## src/rtl/riscv_structures.sv

```systemverilog
// rtl/riscv_structures.sv - shared write-back request type, channel enum and register-file constants
package riscv_structures;

  localparam int WB_XLEN   = 32;
  localparam int REG_COUNT = 32;

  typedef struct packed {
    logic [4:0]         rd;
    logic [WB_XLEN-1:0] data;
  } wb_req_t;

  typedef enum logic {
    CH_LD  = 1'b0,
    CH_MUL = 1'b1
  } wb_ch_e;

  // One-hot register mask; x0 never tracks a pending write.
  function automatic logic [REG_COUNT-1:0] rd_mask(input logic [4:0] rd);
    logic [REG_COUNT-1:0] m;
    m = '0;
    if (rd != 5'd0) m[rd] = 1'b1;
    return m;
  endfunction

endpackage

```

## src/rtl/wb_fifo.sv

```systemverilog
// rtl/wb_fifo.sv - DEPTH-entry synchronous FIFO of write-back requests, no pass-through
module wb_fifo
  import riscv_structures::*;
#(
  parameter int DEPTH = 4
) (
  input  logic                   clk,
  input  logic                   rst,
  input  logic                   push,
  input  wb_req_t                push_data,
  input  logic                   pop,
  output wb_req_t                head,
  output logic                   full,
  output logic                   empty,
  output logic [$clog2(DEPTH):0] count
);

  localparam int AW = $clog2(DEPTH);

  wb_req_t       mem [DEPTH];
  logic [AW-1:0] wr_ptr;
  logic [AW-1:0] rd_ptr;
  logic          do_push;
  logic          do_pop;

  // Full is decided by occupancy alone, so a pop never frees a slot in the same cycle.
  assign full    = (count == (AW+1)'(DEPTH));
  assign empty   = (count == '0);
  assign do_push = push && !full;
  assign do_pop  = pop && !empty;
  assign head    = mem[rd_ptr];

  always_ff @(posedge clk) begin
    if (do_push) mem[wr_ptr] <= push_data;
  end

  always_ff @(posedge clk) begin
    if (rst) begin
      wr_ptr <= '0;
      rd_ptr <= '0;
      count  <= '0;
    end else begin
      if (do_push) wr_ptr <= wr_ptr + 1'b1;
      if (do_pop)  rd_ptr <= rd_ptr + 1'b1;
      case ({do_push, do_pop})
        2'b10:   count <= count + 1'b1;
        2'b01:   count <= count - 1'b1;
        default: count <= count;
      endcase
    end
  end

endmodule

```

## src/rtl/wb_arbiter.sv

```systemverilog
// rtl/wb_arbiter.sv - merges ALU, load and multiplier results onto the register-file write port
module wb_arbiter
  import riscv_structures::*;
#(
  parameter int DEPTH = 4,
  parameter int XLEN  = 32
) (
  input  logic                 clk,
  input  logic                 rst,
  input  logic                 alu_valid,
  input  logic [4:0]           alu_rd,
  input  logic [XLEN-1:0]      alu_data,
  input  logic                 ld_valid,
  output logic                 ld_ready,
  input  logic [4:0]           ld_rd,
  input  logic [XLEN-1:0]      ld_data,
  input  logic                 mul_valid,
  output logic                 mul_ready,
  input  logic [4:0]           mul_rd,
  input  logic [XLEN-1:0]      mul_data,
  output logic [4:0]           a3,
  output logic                 we3,
  output logic [XLEN-1:0]      wd,
  output logic [REG_COUNT-1:0] busy
);

  wb_req_t                ld_req;
  wb_req_t                mul_req;
  wb_req_t                ld_head;
  wb_req_t                mul_head;
  logic                   ld_full;
  logic                   ld_empty;
  logic                   mul_full;
  logic                   mul_empty;
  logic [$clog2(DEPTH):0] ld_count;
  logic [$clog2(DEPTH):0] mul_count;
  logic                   ld_pop;
  logic                   mul_pop;
  wb_ch_e                 ptr;
  logic [REG_COUNT-1:0]   busy_next;

  assign ld_req    = '{rd: ld_rd, data: ld_data};
  assign mul_req   = '{rd: mul_rd, data: mul_data};
  assign ld_ready  = !ld_full;
  assign mul_ready = !mul_full;

  wb_fifo #(.DEPTH(DEPTH)) u_ld_fifo (
    .clk       (clk),
    .rst       (rst),
    .push      (ld_valid),
    .push_data (ld_req),
    .pop       (ld_pop),
    .head      (ld_head),
    .full      (ld_full),
    .empty     (ld_empty),
    .count     (ld_count)
  );

  wb_fifo #(.DEPTH(DEPTH)) u_mul_fifo (
    .clk       (clk),
    .rst       (rst),
    .push      (mul_valid),
    .push_data (mul_req),
    .pop       (mul_pop),
    .head      (mul_head),
    .full      (mul_full),
    .empty     (mul_empty),
    .count     (mul_count)
  );

  // ALU owns the port whenever it has a result; buffered heads share the rest round-robin.
  always_comb begin
    ld_pop  = 1'b0;
    mul_pop = 1'b0;
    if (!alu_valid) begin
      if (!ld_empty && (mul_empty || ptr == CH_LD)) ld_pop = 1'b1;
      else if (!mul_empty)                          mul_pop = 1'b1;
    end
  end

  always_comb begin
    busy_next = busy;
    if (we3)                   busy_next &= ~rd_mask(a3);
    if (alu_valid)             busy_next |= rd_mask(alu_rd);
    if (ld_valid && ld_ready)  busy_next |= rd_mask(ld_rd);
    if (mul_valid && mul_ready) busy_next |= rd_mask(mul_rd);
  end

  always_ff @(posedge clk) begin
    if (rst) begin
      a3   <= '0;
      we3  <= 1'b0;
      wd   <= '0;
      busy <= '0;
      ptr  <= CH_LD;
    end else begin
      busy <= busy_next;
      we3  <= 1'b0;
      if (alu_valid) begin
        if (alu_rd != 5'd0) begin
          we3 <= 1'b1;
          a3  <= alu_rd;
          wd  <= alu_data;
        end
      end else if (ld_pop) begin
        ptr <= CH_MUL;
        if (ld_head.rd != 5'd0) begin
          we3 <= 1'b1;
          a3  <= ld_head.rd;
          wd  <= ld_head.data;
        end
      end else if (mul_pop) begin
        ptr <= CH_LD;
        if (mul_head.rd != 5'd0) begin
          we3 <= 1'b1;
          a3  <= mul_head.rd;
          wd  <= mul_head.data;
        end
      end
    end
  end

  // Producer protocol: no destination already pending, no destination shared within a cycle.
  assert property (@(posedge clk) disable iff (rst)
    (alu_valid && alu_rd != 5'd0) |-> !busy[alu_rd]);
  assert property (@(posedge clk) disable iff (rst)
    (ld_valid && ld_rd != 5'd0) |-> !busy[ld_rd]);
  assert property (@(posedge clk) disable iff (rst)
    (mul_valid && mul_rd != 5'd0) |-> !busy[mul_rd]);
  assert property (@(posedge clk) disable iff (rst)
    !(alu_valid && ld_valid && alu_rd != 5'd0 && alu_rd == ld_rd));
  assert property (@(posedge clk) disable iff (rst)
    !(alu_valid && mul_valid && alu_rd != 5'd0 && alu_rd == mul_rd));
  assert property (@(posedge clk) disable iff (rst)
    !(ld_valid && mul_valid && ld_rd != 5'd0 && ld_rd == mul_rd));
  assert property (@(posedge clk) disable iff (rst)
    (ld_count <= ($clog2(DEPTH)+1)'(DEPTH)) && (mul_count <= ($clog2(DEPTH)+1)'(DEPTH)));

endmodule

```

## config.mk

```make
export PLATFORM = sky130hd
export DESIGN_NAME = wb_arbiter
export DESIGN_NICKNAME = d
export VERILOG_FILES = /design/src/rtl/riscv_structures.sv /design/src/rtl/wb_fifo.sv /design/src/rtl/wb_arbiter.sv
export SDC_FILE = /design/constraint.sdc
export NUM_CORES = 1
export LEC_CHECK = 0
export BUFFER_PORTS_ARGS = -buffer_cell sky130_fd_sc_hd__buf_2
export CAP_MARGIN = 25
export CORE_ASPECT_RATIO = 0.8
export CORE_UTILIZATION = 55
export DETAILED_ROUTE_END_ITERATION = 8
export PLACE_DENSITY = 0.76
export RECOVER_POWER = 50
export SLEW_MARGIN = 20
export SYNTH_ARGS = -nofsm -noshare
export SYNTH_HDL_FRONTEND = slang
export SYNTH_SLANG_ARGS = --single-unit
```

## constraint.sdc

```tcl
create_clock -name clk -period 3.15 [get_ports clk]
set_input_delay 0.1575 -clock clk [delete_from_list [all_inputs] [get_ports clk]]
set_output_delay 0.1575 -clock clk [all_outputs]
set_load 0.02 [all_outputs]
```

==> results.yml <==
routing:
  drtAntennaViolNets: 0
  drcViolationCount: 0
  avgViaCountPerCell: 6.34
  drtIter0Drc: 1476
  num_vias: 10900
  wirelength_um: 42000
  firstDrtPassIters: 9
  wl_per_cell_um: 24.4
setup_path:
  cpPeakStageDelay_ns: 0.51
  critPathMostFrequentCell: "or3_1"
  cp.arrival_ns: 3.16
  critPathKind: "reg2reg"
  crit_family: "simple AND/OR/NAND/NOR gates"
  crit_chain: "or3_1 -> a211oi_1 -> ha_1 -> inv_1 -> fa_1 -> xor2_1 -> or3_1 -> a21oi_1"
  crit_buf_inv: 1
  cp_max_fo: 5
  end_kind: "register"
  cp.required_ns: 3.58
  slowest_stage: "a211oi_1"
  setup.worst_path.start_class: "register"
place:
  globalplace.congestion: 0.922
  dp.cells: 1549
  io_buffers: 187
  dpl.hpwl_um: 26000
clocking:
  cts.sinks: 385
  clockBufferDepth: 3
  cts_resized: 0
  clkLatencyLatePin_ns: 0.52
  cts_setup_buffers: 0
  h-tree-depth: 2
  cts_tree: "built"
  clkSlewWorstSetupHoldPaths_ns: 0.06
  clockRootBuffer: "clkbuf_16"
  numCtsBuffers: 37
min_path:
  hp-class: "in2reg"
synthesis:
  ys_ff_latch: 385
  synth_edf_count: 296
  syn_inst: 1039
  synth.avg_cell_area_um2: 15.2
  synth_cell_types: 44
  synthesis.nets: 1167
  ys_seq_area_share_pct: 67.7
  yosysWarnings: 0
  ys.flop_type: "edfxtp_1"
  async_flop_share_pct: 0
  netlist_area_um2: 15800
floorplanning:
  die_h_um: 153
  die_w_um: 191
  core_area_um2: 28200
  fp.dieArea_um2: 29300
  rows: 55
  initial_utilization_pct: 55.8
  io_pins: 188
timing:
  fin_worst_skew_ns: 0.0124
  finalCritPeriodShare_pct: 87.0
  fmax_mhz: 365
  period_needed_ns: 2.74
  setup_viol: 0
  rsz0062_at_grt: "false"
  finalSetupTns_ns: 0
  drv_slew: 44
  slew_headroom_pct: -46.9
  worst_pin_slew_ns: 2.20
  hold_viol: 0
layout:
  area_delta_synth_final_pct: 21.1
  final_cells: 1723
  final_common_cell: "edfxtp_1"
  final_cell_mix: "edfxtp_1, clkbuf_1, dlygate4sd3_1, dfxtp_1, nand3_1"
  final_core_util_pct: 67.6
  fillers: 1958
  final_nets: 1447
  layout-drive-gt1-share_pct: 17.7
global_routing:
  gr-total-overflow: 0
  grt_pass1_vias: 10800
  grt_max_degree: 88
  antenna_found_initial: 6
  grt_pass1_wl_um: 63800
  grt.total_usage_pct: 28.9
power:
  p_leak_nw: 6.16
  vdd_drop_max_uv: 582
  p_per_area_nw_per_um2: 820
run_status:
  outcome: "complete, but fails checks"
  violations: "capacitance limit, slew limit"
run:
  drv_cap: 1
worst reg2reg max path, cell delays in order, from the launching register on:
cell	delay, ns
dfxtp_1	0.34
or3_1	0.44
a211oi_1	0.51
ha_1	0.29
inv_1	0.06
fa_1	0.37
xor2_1	0.16
or3_1	0.31
a21oi_1	0.16
worst paths after layout:
path | startpoint | endpoint | slack [ns] | cells after the start
worst max-delay path | u_ld_fifo.count[2] | u_mul_fifo.count[2] | 0.41 | 8
worst min-delay path | alu_data[23] | wd[23] | 0.01 | 3
worst max register to register | u_ld_fifo.count[2] | u_mul_fifo.count[2] | 0.41 | 8
worst min register to register | busy[0] | busy[0] | 0.48 | 1
layout make-up:
| type | count | area, um^2 | share of cell area, % |
|---|---|---|---|
| sequential | 385 | 10700 | 55.9 |
| multi-input combinational | 566 | 4730 | 24.8 |
| timing repair buffer | 317 | 2010 | 10.5 |
| clock buffer | 47 | 1020 | 5.33 |
| tap | 370 | 463 | 2.43 |
| clock inverter | 20 | 124 | 0.649 |
| inverter | 12 | 45.0 | 0.236 |
| antenna | 6 | 15.0 | 0.0787 |
sequential cells by signal, summed over array words and instances, names as in the netlist, named ones only:
register	cells
u_ld_fifo.mem	148
u_mul_fifo.mem	148
busy	32
wd	32
a3	5
u_ld_fifo.count	3
u_mul_fifo.count	3
u_ld_fifo.rd_ptr	2
u_ld_fifo.wr_ptr	2
u_mul_fifo.rd_ptr	2
u_mul_fifo.wr_ptr	2
ptr	1
we3	1
cells in the mapped netlist, types with 12 or more instances:
library cell	number	area, um^2
clkbuf_1	48	180
edfxtp_1	296	8890
a21oi_1	54	270
dfxtp_1	89	1780
o21ai_0	55	275
mux4_2	74	1670
and3_1	15	93.8
nand2_1	46	173
nor2_1	30	113
nand3_1	75	375
buf_2	12	60.1
a22oi_1	62	465
nor3_1	12	60.1
o2111ai_1	37	324
inv_1	12	45.0
a21oi_2	20	175
o21ai_1	22	110
report_power, final:
part / internal (W) / switching [W] / leakage [nW]
registers: 0.00619 / 0.000416 / 3.45
clock network: 0.00237 / 0.00187 / 0.559
logic: 0.00182 / 0.00298 / 2.15
per-stage QoR:
stage                     setup WS, ns  hold WS, ns  instance area (um^2)  power, W
after floorplan                  0.656        0.256                 15800   0.00973
after global placement           0.544        0.370                 17100    0.0112
after detailed placement         0.462        0.375                 17100    0.0113
after CTS                        0.447     0.000216                 19200    0.0157
after global routing             0.213      0.00777                 19100    0.0163
final                            0.411       0.0121                 19100    0.0156
cell families (layout without fill, tap and decap cells):
group	Yosys count	after routing	synth area share (%)
flops	385	385	67.7
compound gates	256	256	10.6
simple gates	213	213	6.94
buf+inv	88	396	2.45
mux	75	75	10.6
fa+ha+maj	12	12	1.05
xor+xnor	10	10	0.556
other cells	0	6	0
metal layers:
metal | global-route usage [%] | part of all wire, % | wire length, um
met3 | 5.65 | 10 | 4290
met5 | 0 | 0 | 0
met2 | 43.7 | 45 | 19100
met1 | 42.6 | 41 | 17300
met4 | 9.07 | 3.1 | 1310
repair_timing:
item / CTS / global route
endpoints found under the hold margin: 313 / 0
endpoints found under the setup margin: 0 / 0
hold buffers: 100 / 0
No activity file was read; power rests on OpenSTA's default activity.
